$ cat src/rtl/pi_eye_sweep_ctrl.sv
// rtl/pi_eye_sweep_ctrl.sv - PI phase sweep controller that finds and centres the widest passing eye window
module pi_eye_sweep_ctrl #(
  parameter int STEP_W     = 4,
  parameter int NUM_STEPS  = 16,
  parameter int SETTLE_CYC = 8,
  parameter int SAMPLE_CYC = 16,
  parameter int ERR_THRESH = 0
) (
  input  logic              clk,
  input  logic              rst,
  input  logic              i_start,
  input  logic              i_cmp_valid,
  input  logic              i_cmp_err,
  output logic [STEP_W-1:0] o_step_sel,
  output logic              o_busy,
  output logic              o_done,
  output logic              o_pass,
  output logic [STEP_W-1:0] o_eye_left,
  output logic [STEP_W-1:0] o_eye_right,
  output logic [STEP_W:0]   o_eye_width,
  output logic [STEP_W-1:0] o_center
);

  // Error/sample counters share one width; the error counter saturates at all-ones.
  localparam int CNT_W = $clog2(SAMPLE_CYC) + 1;
  localparam int SET_W = (SETTLE_CYC > 1) ? $clog2(SETTLE_CYC) : 1;

  localparam logic [SET_W-1:0]  SETTLE_LAST = SET_W'(SETTLE_CYC - 1);
  localparam logic [CNT_W-1:0]  SAMPLE_LAST = CNT_W'(SAMPLE_CYC - 1);
  localparam logic [CNT_W-1:0]  ERR_MAX     = {CNT_W{1'b1}};
  localparam logic [STEP_W-1:0] LAST_CODE   = STEP_W'(NUM_STEPS - 1);

  typedef enum logic [2:0] {
    S_IDLE,
    S_SETTLE,
    S_SAMPLE,
    S_EVAL,
    S_FINAL
  } state_t;

  state_t            state;
  logic [SET_W-1:0]  settle_cnt;
  logic [CNT_W-1:0]  samp_cnt;
  logic [CNT_W-1:0]  err_cnt;
  logic [STEP_W:0]   run_len;
  logic [STEP_W-1:0] run_start;
  logic [STEP_W:0]   best_len;
  logic [STEP_W-1:0] best_start;

  logic              code_pass;
  logic [STEP_W:0]   fin_len;
  logic [STEP_W-1:0] fin_start;
  logic [STEP_W-1:0] fin_last_off;
  logic [STEP_W-1:0] fin_right;
  logic [STEP_W-1:0] fin_center;

  // Pass/fail of the current code from its accumulated error count.
  always_comb begin
    code_pass = 32'(err_cnt) <= ERR_THRESH;
  end

  // Final window: an open run at sweep end competes with the best closed run (strictly longer wins).
  always_comb begin
    fin_len   = best_len;
    fin_start = best_start;
    if (run_len > best_len) begin
      fin_len   = run_len;
      fin_start = run_start;
    end
    // width-1 taken modulo 2**STEP_W so a full-range window (width = NUM_STEPS) still maps correctly
    fin_last_off = fin_len[STEP_W-1:0] - STEP_W'(1);
    fin_right    = fin_start + fin_last_off;
    fin_center   = fin_start + (fin_last_off >> 1);
    if (fin_len == '0) begin
      fin_start  = '0;
      fin_right  = '0;
      fin_center = '0;
    end
  end

  // Sweep FSM with registered outputs.
  always_ff @(posedge clk or posedge rst) begin
    if (rst) begin
      state       <= S_IDLE;
      settle_cnt  <= '0;
      samp_cnt    <= '0;
      err_cnt     <= '0;
      run_len     <= '0;
      run_start   <= '0;
      best_len    <= '0;
      best_start  <= '0;
      o_step_sel  <= '0;
      o_busy      <= 1'b0;
      o_done      <= 1'b0;
      o_pass      <= 1'b0;
      o_eye_left  <= '0;
      o_eye_right <= '0;
      o_eye_width <= '0;
      o_center    <= '0;
    end else begin
      o_done <= 1'b0;
      case (state)
        S_IDLE: begin
          if (i_start) begin
            state       <= S_SETTLE;
            settle_cnt  <= '0;
            samp_cnt    <= '0;
            err_cnt     <= '0;
            run_len     <= '0;
            run_start   <= '0;
            best_len    <= '0;
            best_start  <= '0;
            o_step_sel  <= '0;
            o_busy      <= 1'b1;
            o_pass      <= 1'b0;
            o_eye_left  <= '0;
            o_eye_right <= '0;
            o_eye_width <= '0;
            o_center    <= '0;
          end
        end
        S_SETTLE: begin
          if (settle_cnt == SETTLE_LAST) begin
            settle_cnt <= '0;
            state      <= S_SAMPLE;
          end else begin
            settle_cnt <= settle_cnt + 1'b1;
          end
        end
        S_SAMPLE: begin
          if (i_cmp_valid) begin
            if (i_cmp_err && (err_cnt != ERR_MAX)) begin
              err_cnt <= err_cnt + 1'b1;
            end
            if (samp_cnt == SAMPLE_LAST) begin
              samp_cnt <= '0;
              state    <= S_EVAL;
            end else begin
              samp_cnt <= samp_cnt + 1'b1;
            end
          end
        end
        S_EVAL: begin
          if (code_pass) begin
            if (run_len == '0) begin
              run_start <= o_step_sel;
            end
            run_len <= run_len + 1'b1;
          end else begin
            if (run_len > best_len) begin
              best_len   <= run_len;
              best_start <= run_start;
            end
            run_len <= '0;
          end
          err_cnt  <= '0;
          samp_cnt <= '0;
          if (o_step_sel == LAST_CODE) begin
            state <= S_FINAL;
          end else begin
            o_step_sel <= o_step_sel + 1'b1;
            state      <= S_SETTLE;
          end
        end
        S_FINAL: begin
          o_eye_left  <= fin_start;
          o_eye_right <= fin_right;
          o_eye_width <= fin_len;
          o_center    <= fin_center;
          o_pass      <= (fin_len != '0);
          o_step_sel  <= (fin_len != '0) ? fin_center : '0;
          o_done      <= 1'b1;
          o_busy      <= 1'b0;
          state       <= S_IDLE;
        end
        default: begin
          state <= S_IDLE;
        end
      endcase
    end
  end

endmodule
$ cat config.mk
export PLATFORM = sky130hd
export DESIGN_NAME = pi_eye_sweep_ctrl
export DESIGN_NICKNAME = d
export VERILOG_FILES = /design/src/rtl/pi_eye_sweep_ctrl.sv
export SDC_FILE = /design/constraint.sdc
export NUM_CORES = 1
export LEC_CHECK = 0
export BUFFER_PORTS_ARGS = -buffer_cell sky130_fd_sc_hd__buf_2
export CORE_UTILIZATION = 25
export CTS_CLUSTER_SIZE = 16
export DETAILED_ROUTE_END_ITERATION = 8
export SLEW_MARGIN = 40
export SYNTH_ARGS = -nofsm -noshare
export SYNTH_HDL_FRONTEND = slang
export SYNTH_SLANG_ARGS = --single-unit
$ cat constraint.sdc
create_clock -name clk -period 3.35 [get_ports clk]
set_input_delay 0.67 -clock clk [delete_from_list [all_inputs] [get_ports clk]]
set_output_delay 0.67 -clock clk [all_outputs]
set_load 0.005 [all_outputs]
After elaboration in Yosys (flattened, before gate mapping)
Cells that the tools add are included.
{"block": "word_totals", "register_bits": 58, "latch_bits": 0, "ram_bits": 0, "rom_bits": 0, "in_bits": 5, "wordCells": 105, "n_memories": 0}
{"block": "op_classes", "n_addsub": 8, "multipliers": 0, "n_div": 0, "order_cmp": 2, "eq_ne": 17, "shift": 0, "n_mux": 43, "bitwise": 0, "reduce_logical": 19}
{"operator": "4-bit two-way mux", "n": 10}
{"operator": "5-bit two-way mux", "n": 8}
{"operator": "4-bit one-hot mux with 2 select lines", "n": 5}
{"operator": "5-bit one-hot mux with 2 select lines", "n": 3}
{"operator": "5-bit one-hot mux with 3 select lines", "n": 2}
{"operator": "3-bit two-way mux", "n": 7}
{"operator": "2-bit != test, second input constant", "n": 9}
{"operator": "5-bit by 1-bit adder with 5-bit output, second input constant", "n": 3}
{"operator": "3-bit one-hot mux with 4 select lines", "n": 1}
{"operator": "4-bit one-hot mux with 3 select lines", "n": 1}
{"operator": "4-bit AND reduction", "n": 3}
{"operator": "5-bit logical NOT", "n": 2}
{"operator": "3-bit AND reduction", "n": 3}
{"operator": "3-bit by 2-bit equality test with 1-bit output, second input constant", "n": 2}
{"operator": "3-bit equality test, second input constant", "n": 2}
{"operator": "3-bit one-hot mux with 2 select lines", "n": 1}
{"operator": "2-bit AND reduction", "n": 3}
{"operator": "2-bit nonzero test", "n": 3}
{"operator": "3-bit nonzero test", "n": 2}
{"operator": "5-bit by 4-bit equality test with 1-bit output, second input constant", "n": 1}
{"operator": "5-bit > comparator", "n": 1}
{"operator": "5-bit by 1-bit less-or-equal comparator with 1-bit output, second input constant", "n": 1}
{"operator": "5-bit != test, second input constant", "n": 1}
{"operator": "5-bit nonzero test", "n": 1}
{"operator": "other kinds (11)", "n": 14}

Depth between registers and ports, before layout
Gate-level depths: netlist (run 1).
{"block": "logic_depth", "ltp_word": 7, "mapped_depth": 14, "depth_no_buf": 12}

Worst setup path after synthesis (run 1)
No wires, ideal clock.
{"block": "synth_timing", "path_kind": "register to register", "start": "register run_len[4]", "end": "register o_eye_right[3]", "setup_ps": 121, "arrival_time_ps": 2761, "required_ps": 3229, "slack_ps": 468, "stages_incl_launch_ff": 12, "path_buffers": 1, "period_less_slack_ps": 2882, "cell_sequence": "dfrtp_1 > ha_1 > a21o_1 > o21ai_4 > buf_2 > nor2_1 > a21oi_1 > ha_1 > a21o_1 > a21oi_1 > xor3_1 > a22o_1"}
{"block": "synth_between", "elab_chain_len": 6}
{"item": "from (decl)", "line_no": "45", "text": "logic [STEP_W:0] run_len;"}
{"item": "from (signal assigned)", "line_no": "148", "text": "run_len <= run_len + 1'b1;"}
{"item": "5-bit > comparator", "line_no": "66", "text": "if (run_len > best_len) begin"}
{"item": "5-bit two-way mux"}
{"item": "4-bit by 1-bit subtractor with 4-bit output", "line_no": "71", "text": "fin_last_off = fin_len[STEP_W-1:0] - STEP_W'(1);"}
{"item": "4-bit adder", "line_no": "72", "text": "fin_right = fin_start + fin_last_off;"}
{"item": "4-bit two-way mux (*)", "line_no": "74", "text": "if (fin_len == '0) begin"}
{"item": "4-bit one-hot mux with 2 select lines (*)", "line_no": "102", "text": "case (state)"}
{"item": "to (signal assigned)", "line_no": "167", "text": "o_eye_right <= fin_right;"}
{"item": "to (decl)", "line_no": "19", "text": "output logic [STEP_W-1:0] o_eye_right,"}
Every way passes the cells marked *; elsewhere a longest branch is shown, timed or not.
A chain may end at the register's enable or synchronous reset.

Final worst setup path (run 1)
{"block": "layout_timing", "start": "register run_len[0]", "end": "register o_eye_right[3]"}
The elaborated chain is that of the path after synthesis.

==> flow_summary.yaml, run 1 <==
clock_network:
  cts-root-buf: "clkbuf_16"
  numCtsBuffers: 9
  cts-htree-levels: 3
  cts_tree: "built"
  cts_hold_buffers: 0
  clk_latency_ns: 0.33
  cts_resized: 0
  clk_pin_slew_ns: 0.05
  cts_buffer_depth: 2
  post_cts_buffers: 0
  cts.sinks: 58
finish:
  area_growth_pct: 20.7
  drive_gt1_frac: 0.170
  final_common_cell: "dfrtp_1"
  finalNetCount: 376
  design_area_mm2: 0.00374
  antenna_cells: 0
  final_cell_mix: "58 x dfrtp_1, 42 x nand2_1, 37 x o21ai_0, 28 x buf_2, 20 x ha_1"
floorplanning:
  core_mm2: 0.0121
  die_h_um: 113
  design.portCount: 29
  start_util: 0.257
  fp.dieW_um: 113
  dieArea_mm2: 0.0128
  num_rows: 40
sta:
  setup_tns_ns: 0
  rsz0062_at_grt: "false"
  slew_viol_final: 0
  final.setup.worst_slack_ns: 0.311
  setup_viol: 0
  hold_viol: 0
  slew_headroom: 0.557
  fin_crit_ns: 3.04
  clock_skew_ns: 0.00598
  min_period_over_period: 0.907
  fmaxAchievable_mhz: 329
  worst_pin_slew_ns: 0.660
synth:
  synth_area_mm2: 0.00310
  synthAdderAreaFrac: 0.0937
  synth-seq-cells: 58
  async_flop_share: 1.00
  synth_top_family_by_area: "compound AO/OA/AOI/OAI gates"
  muxShareOfSynthArea: 0.0311
  yosysUniqueCellTypes: 41
  synthSimpleGateAreaFrac: 0.150
  ys.flop_type: "dfrtp_1"
  yosys_warnings: 0
  synth_nets: 340
  synthCells: 313
  synthXorXnorAreaFrac: 0.0444
  synth-edff-count: 0
  yosysSeqAreaShare: 0.468
  syn_avg_cell_area_um2: 9.90
  synth_compound_area_frac: 0.173
critical_path:
  worstSetupPathType: "flop to flop"
  cp_top_family: "compound AO/OA/AOI/OAI gates"
  crit_required_ns: 3.56
  path_cells: "inv_1 > ha_1 > and3_1 > nand3_1 > o21ai_4 > mux2i_1 > inv_1 > ha_1 > a21o_1 > a21oi_1 > xor3_1 > a22o_1"
  slowest_stage: "dfrtp_1"
  crit_path_max_incr_delay_ns: 0.54
  critical_path_buf_inv_count: 2
  end_kind: "flop"
  path_max_fanout: 11
  critPathArrivalTime_ns: 3.25
  start_kind: "flop"
routing:
  wl_met1_mm: 3.32
  wire_per_inst_um: 13.3
  wl_met2_mm: 3.22
  topRoutingLayerUsed: "met4"
  post-route-drc-count: 0
  drtIter0Drc: 82
  wirelength_mm: 6.94
  viasPerCell: 4.55
  met3WireLength_um: 300
  ant_nets: 0
  num_vias: 2369
  dr.pass1.iters: 4
pwr:
  power_density_mw_per_mm2: 678
  peakVddDrop_mv: 0.222
  leakagePower_nw: 1.84
placement:
  dpl_cell_area_mm2: 0.00345
  preCtsSetupSlack_ns: 0.338
  routabilityCongestion: 0.802
  dpl.hpwl_mm: 5.22
  portBuffers: 28
global_routing:
  grt_overflow: 0
  grt_usage: 0.120
  antenna_found_initial: 0
  grt_pass1_vias: 2404
  grt_pass1_wl_mm: 11.9
  grt_max_degree: 29
outcome:
  status: "completed"
hold_path:
  holdCritPathClass: "input port to asynchronous set/reset pin"
run:
  maxCapViolations: 0
==> state kept, by name, summed over array words and instances (netlist names) <==
register / count
o_center: 4
o_pass: 1
o_done: 1
o_eye_left: 4
best_len: 5
o_eye_right: 4
settle_cnt: 3
state: 3
run_len: 5
best_start: 4
err_cnt: 5
run_start: 4
samp_cnt: 5
o_busy: 1
o_eye_width: 5
o_step_sel: 4
==> path summary, 6_finish.rpt <==
| check | startpoint | to | slack (ns) | cells after the start |
|---|---|---|---|---|
| worst min register to register | o_eye_width[1]$_DFFE_PP0P_ | o_eye_width[1]$_DFFE_PP0P_ | 0.47 | 2 |
| worst max-delay path | run_len[0]$_DFFE_PP0P_ | o_eye_right[3]$_DFFE_PP0P_ | 0.31 | 12 |
| worst min-delay path | rst | err_cnt[4]$_DFFE_PP0P_ | 0.42 | 2 |
| max in group asynchronous | rst | o_step_sel[1]$_DFFE_PP0P_ | 2.23 | 3 |
| worst max register to register | run_len[0]$_DFFE_PP0P_ | o_eye_right[3]$_DFFE_PP0P_ | 0.31 | 12 |
| min in group clk | o_eye_width[1]$_DFFE_PP0P_ | o_eye_width[1]$_DFFE_PP0P_ | 0.47 | 2 |
==> through the flow <==
step                total power [mW]  std cells  utilization  hold slack, ns
floorplan                       1.45        313            -           0.449
global placement                1.63        506        0.286           0.457
detailed placement              1.66        506        0.286           0.458
CTS                             2.55        521        0.310           0.449
global route                    2.70        521        0.310           0.474
finish                          2.54        521        0.310           0.424
==> cell type report <==
class	count	area, um^2
Inverter	19	71.3
Clock buffer	12	246
Sequential cell	58	1450
Tap cell	168	210
Clock inverter	3	40.0
Multi-Input combinational cell	226	1530
Timing Repair Buffer	35	193
Fill cell	1245	8320
==> power breakdown <==
part	total, mW	switching, mW	internal (mW)
clock network	0.888	0.300	0.588
registers	0.861	0.0915	0.769
logic	0.788	0.454	0.334
total	2.54	0.845	1.69
==> logic make-up (layout without fill, tap and decap cells) <==
| family | after synthesis | after routing |
|---|---|---|
| XOR/XNOR | 14 | 14 |
| multiplexers | 9 | 9 |
| adder cells (fa/ha/maj) | 22 | 22 |
| buffers and inverters | 29 | 69 |
| AND/OR/NAND/NOR | 100 | 100 |
| flip-flops | 58 | 58 |
| AO/OA/AOI/OAI | 81 | 81 |
==> cell usage after synthesis (all sizes together) (2+ instances only) <==
master   n  area (um^2)
inv     19         71.3
nor2    17         63.8
and3     3         18.8
a21oi   11         58.8
a21o     6         45.0
buf      4         26.3
mux2i    7         73.8
clkbuf   6         22.5
nor3     8         45.0
dfrtp   58         1450
and2     4         25.0
ha      20          250
or3      3         23.8
nand3   15         75.1
fa       2         40.0
nand3b   2         15.0
nand2   42          158
a22o    15          131
nand2b   2         12.5
a32o     3         30.0
xor2     7         61.3
o21ai   39          206
mux2     2         22.5
xnor2    6         52.6
or2      2         12.5
==> layer usage <==
layer | global-route usage | vias up
met3 | 0.0295 | 8
li1 | - | 1171
met5 | 0 | -
met2 | 0.183 | 50
met1 | 0.159 | 1140
met4 | 0.0570 | 0
==> worst register-to-register path: stages (launching register included) <==
cell and delay, ns:
dfrtp_1 0.54, inv_1 0.15, ha_1 0.31, and3_1 0.15, nand3_1 0.12, o21ai_4 0.17
mux2i_1 0.29, inv_1 0.14, ha_1 0.31, a21o_1 0.15, a21oi_1 0.17, xor3_1 0.24
a22o_1 0.19
(Power assumes the default switching activity.)
==> run 2, diff against run 1 <==
Settings changed: CELL_PAD_IN_SITES_DETAIL_PLACEMENT set to 0, CELL_PAD_IN_SITES_GLOBAL_PLACEMENT set to 1, CTS_BUF_LIST set to sky130_fd_sc_hd__clkbuf_16, HOLD_SLACK_MARGIN set to 0.06, PLACE_DENSITY_LB_ADDON set to 0.1.
==> run 2 against run 1 <==
Clock skew increased by 0.0012 ns. Design area increased by 0.10%. Die area unchanged. Fmax increased by 4.4%. Register-to-register slack improved by 0.13 ns. Sequential share of layout area about the same. Global-route usage increased by 2.1 points. Clock-buffer cell count decreased by 3. Worst setup slack improved by 0.13 ns. Non-clock buffer count increased by 1. Critical path type unchanged.
==> flow_summary.yaml, run 2 (synthesis gave the netlist of run 1 again) <==
outcome:
  status: "completed"
critical_path:
  critPathArrivalTime_ns: 3.13
  worstSetupPathType: "flop to flop"
  path_max_fanout: 12
  crit_required_ns: 3.57
  r2r_slack_ns: 0.44
  end_kind: "flop"
  start_kind: "flop"
finish:
  antenna_cells: 0
  nFillCells: 1287
  drive_gt1_frac: 0.169
  area_growth_pct: 20.8
  finalNetCount: 377
  design_area_mm2: 0.00374
  final_common_cell: "dfrtp_1"
  final_cell_mix: "58 x dfrtp_1, 42 x nand2_1, 37 x o21ai_0, 28 x buf_2, 21 x inv_1"
floorplanning:
  die_h_um: 113
  dieArea_mm2: 0.0128
  fp.dieW_um: 113
  design.portCount: 29
  num_rows: 40
  start_util: 0.257
  core_mm2: 0.0121
pwr:
  p_sw_frac: 0.344
  combPwrFrac: 0.314
  leakagePower_nw: 1.86
  power_density_mw_per_mm2: 676
  p_seq_frac: 0.338
  peakVddDrop_mv: 0.312
  p_int_mw: 1.66
  p_sw_mw: 0.869
  clkPwrFrac: 0.348
placement:
  dpl_cell_area_mm2: 0.00346
  portBuffers: 28
  dpl.hpwl_mm: 5.86
  routabilityCongestion: 0.732
clock_network:
  cts_hold_buffers: 0
  cts_buffer_depth: 2
  clk_pin_slew_ns: 0.05
  numCtsBuffers: 9
  post_cts_buffers: 0
  clk_latency_ns: 0.33
  cts-root-buf: "clkbuf_16"
  cts_tree: "built"
  cts-htree-levels: 3
  cts.sinks: 58
  cts_resized: 0
run:
  maxCapViolations: 0
sta:
  worst_pin_slew_ns: 0.624
  slew_viol_final: 0
  fin_crit_ns: 2.91
  fmaxAchievable_mhz: 344
  rsz0062_at_grt: "false"
  hold_viol: 0
  min_period_over_period: 0.869
  clock_skew_ns: 0.00720
  setup_viol: 0
  slew_headroom: 0.584
  setup_tns_ns: 0
global_routing:
  antenna_found_initial: 0
  grt_max_degree: 29
  grt_overflow: 0
  grt_pass1_vias: 2517
  grt_pass1_wl_mm: 13.6
  grt_usage: 0.140
routing:
  viasPerCell: 4.51
  dr.pass1.iters: 4
  wire_per_inst_um: 14.9
  post-route-drc-count: 0
  num_vias: 2359
  ant_nets: 0
  wirelength_mm: 7.78
  drtIter0Drc: 71
hold_path:
  holdCritPathClass: "input port to asynchronous set/reset pin"
## run 2: cell types whose count changed in the layout (fill, tap and decap cells not counted)
| cell | delta |
|---|---|
| o21ai_1 | -1 |
| clkbuf_1 | -2 |
| clkinv_1 | +2 |
| o21ai_2 | +1 |
| clkinv_2 | -1 |
| inv_1 | +3 |
| buf_4 | +1 |
| clkbuf_8 | -1 |
## run 2: path summary, 6_finish.rpt
path,from,to,cells after the start
hold reg to reg,o_eye_width[3]$_DFFE_PP0P_,o_eye_width[3]$_DFFE_PP0P_,2
setup reg to reg,run_len[0]$_DFFE_PP0P_,o_eye_right[3]$_DFFE_PP0P_,12
hold / removal,rst,run_len[3]$_DFFE_PP0P_,2
max in group asynchronous,rst,o_eye_width[0]$_DFFE_PP0P_,3
setup / recovery,run_len[0]$_DFFE_PP0P_,o_eye_right[3]$_DFFE_PP0P_,12
min in group clk,o_eye_width[3]$_DFFE_PP0P_,o_eye_width[3]$_DFFE_PP0P_,2
## run 2: per-stage QoR
step           utilization  hold slack (ns)  instances  total power [mW]  worst slack, ns
2_1_floorplan            -            0.449        313              1.45            0.468
3_3_place_gp         0.287            0.462        507              1.68            0.433
3_5_place_dp         0.287            0.467        507              1.68            0.405
4_1_cts              0.310            0.451        523              2.59            0.391
5_1_grt              0.310            0.476        523              2.73            0.122
6_report             0.310            0.418        523              2.53            0.440
## run 2: critical path, cell delays in order, from the launching register on
cell	delay, ns
dfrtp_1	0.50
inv_1	0.13
ha_1	0.30
and3_1	0.14
nand3_1	0.12
o21ai_4	0.18
mux2i_1	0.27
inv_1	0.12
ha_1	0.30
a21o_1	0.15
a21oi_1	0.16
xor3_1	0.24
a22o_1	0.18
## run 2: routing by layer
layer  up-vias  track usage  wire length, um
li1       1179            -                -
met1      1152        0.185             3890
met2        22        0.214             3560
met3         6       0.0466              235
met4         0       0.0500               94
met5         -            0                0
## run 2: power by group through the flow
stage	clock network [mW]	registers [mW]	logic [mW]
after CTS	0.915	0.856	0.816
after global placement	0	0.867	0.814
after global routing	0.946	0.871	0.908
after floorplan	0	0.827	0.625
after detailed placement	0	0.867	0.810
final	0.879	0.856	0.794
## run 2: area by class of cell
class	instances	area (um^2)	share of cell area
clock inverter	7	53.8	0.0144
tap	168	210	0.0562
clock buffer	9	225	0.0602
inverter	19	71.3	0.0191
multi-input combinational	226	1530	0.409
timing repair buffer	36	200	0.0535
sequential	58	1450	0.388
==> run 3, diff against run 2 <==
==> constraint.sdc (replaced) <==
create_clock -name clk -period 3.35 [get_ports clk]
set_input_delay 0.1675 -clock clk [delete_from_list [all_inputs] [get_ports clk]]
set_output_delay 0.1675 -clock clk [all_outputs]
set_load 0.005 [all_outputs]
==> run 3 against run 2 <==
Via count is 0.81% lower. Register-to-register slack worse by 0.07 ns. Design area is 0.40% lower. Combinational power hardly changed. Cell count is 0.19% higher. Global-route usage is 0.45 points lower. Clock power is 9.0% lower. Wire length is 0.49% lower. Clock skew is 0.0031 ns lower. Worst setup slack worse by 0.066 ns.
==> flow_summary.yaml, run 3 (synthesis gave the netlist of run 1 again) <==
outcome:
  status: "completed"
critical_path:
  end_kind: "flop"
  crit_path_max_incr_delay_ns: 0.52
  path_cells: "inv_1 > ha_1 > and3_1 > nand3_1 > o21ai_4 > o21ai_0 > ha_1 > a21o_1 > a21oi_1 > xnor2_1 > o21ai_0"
  r2r_slack_ns: 0.37
  critical_path_buf_inv_count: 1
  start_kind: "flop"
  slowest_stage: "dfrtp_1"
  cp_top_family: "compound AO/OA/AOI/OAI gates"
  crit_required_ns: 3.53
  worstSetupPathType: "flop to flop"
  path_max_fanout: 12
  critPathArrivalTime_ns: 3.15
sta:
  fmaxAchievable_mhz: 336
  min_period_over_period: 0.888
  setup_viol: 0
  slew_headroom: 0.635
  setup_tns_ns: 0
  rsz0062_at_grt: "false"
  hold_viol: 0
  fin_crit_ns: 2.98
  worst_pin_slew_ns: 0.546
  final.setup.worst_slack_ns: 0.374
  clock_skew_ns: 0.00414
  slew_viol_final: 0
routing:
  viasPerCell: 4.47
  drtIter0Drc: 100
  post-route-drc-count: 0
  num_vias: 2340
  dr.pass1.iters: 6
  wirelength_mm: 7.74
  wire_per_inst_um: 14.8
  ant_nets: 0
global_routing:
  grt_max_degree: 22
  grt_pass1_wl_mm: 13.4
  grt_usage: 0.136
  grt_overflow: 0
  antenna_found_initial: 0
  grt_pass1_vias: 2524
pwr:
  power_density_mw_per_mm2: 657
  leakagePower_nw: 1.85
  peakVddDrop_mv: 0.282
  power_mw: 2.45
clock_network:
  cts-htree-levels: 3
  cts_tree: "built"
  numCtsBuffers: 9
  cts_hold_buffers: 1
  cts_resized: 0
  post_cts_buffers: 0
  clk_pin_slew_ns: 0.05
  clk_latency_ns: 0.32
  cts-root-buf: "clkbuf_16"
  cts.sinks: 58
  cts_buffer_depth: 2
finish:
  final_common_cell: "dfrtp_1"
  final_cell_mix: "58 x dfrtp_1, 42 x nand2_1, 37 x o21ai_0, 28 x buf_2"
  area_growth_pct: 20.3
  drive_gt1_frac: 0.169
  antenna_cells: 0
  finalNetCount: 378
  design_area_mm2: 0.00373
  nFillCells: 1262
floorplanning:
  core_mm2: 0.0121
  design.portCount: 29
  fp.dieW_um: 113
  start_util: 0.257
  die_h_um: 113
  num_rows: 40
  dieArea_mm2: 0.0128
placement:
  dpl.hpwl_mm: 5.71
  routabilityCongestion: 0.696
  dpl_cell_area_mm2: 0.00346
  portBuffers: 28
  preCtsSetupSlack_ns: 0.338
hold_path:
  holdCritPathClass: "input port to flop"
run:
  maxCapViolations: 0
## run 3: cell count changes in the layout (fill, tap and decap cells not counted)
cell	change
bufinv_16	-1
clkinv_2	+1
inv_1	-1
dlygate4sd3_1	+1
clkinv_1	+1
## run 3: final cells by class
cell class              instances  area [um^2]  area share
flip-flops and latches         58         1450       0.389
clock inverters                 7         28.8     0.00772
clock buffers                   9          225      0.0604
repair buffers                 37          210      0.0564
multi-input cells             226         1530       0.411
well taps                     168          210      0.0564
inverters                      19         71.3      0.0191
## run 3: worst paths after layout
check / endpoint / depth (start not counted) / startpoint
max: o_step_sel[3]$_DFFE_PP0P_ / 11 / run_len[0]$_DFFE_PP0P_
min: o_busy$_DFFE_PP0P_ / 3 / i_start
max reg2reg: o_step_sel[3]$_DFFE_PP0P_ / 11 / run_len[0]$_DFFE_PP0P_
min reg2reg: o_eye_width[2]$_DFFE_PP0P_ / 2 / o_eye_width[2]$_DFFE_PP0P_
max in group asynchronous: o_eye_width[3]$_DFFE_PP0P_ / 4 / rst
min in group asynchronous: err_cnt[1]$_DFFE_PP0P_ / 3 / rst
## run 3: routing by layer
| layer | wire length [um] | vias to the layer above | GRT usage |
|---|---|---|---|
| li1 | - | 1175 | - |
| met1 | 4040 | 1124 | 0.190 |
| met2 | 3370 | 32 | 0.200 |
| met3 | 224 | 9 | 0.0364 |
| met4 | 109 | 0 | 0.0491 |
| met5 | 0 | - | 0 |
## run 3: worst reg2reg max path: cells and delay by family (launching register included)
family / cells / cell delay (ns)
DFF: 1 / 0.52
and+or+nand+nor: 2 / 0.28
buffers and inverters: 1 / 0.13
AOI/OAI and AO/OA: 5 / 1.11
adders and majority gates: 2 / 0.63
xor gates and xnor gates: 1 / 0.17
## run 3: power by group
| group | switching (mW) | internal (mW) | leakage, nW | total [mW] |
|---|---|---|---|---|
| logic | 0.461 | 0.331 | 0.918 | 0.793 |
| registers | 0.0866 | 0.769 | 0.793 | 0.855 |
| clock network | 0.317 | 0.484 | 0.134 | 0.800 |
| total | 0.865 | 1.58 | 1.85 | 2.45 |
## run 3: metrics by stage
step | hold WS (ns) | std cells | util
after floorplan | 0.430 | 313 | -
after global placement | 0.235 | 507 | 0.287
after detailed placement | 0.223 | 507 | 0.287
after CTS | 0.339 | 524 | 0.309
after global routing | 0.370 | 524 | 0.309
final | 0.334 | 524 | 0.309
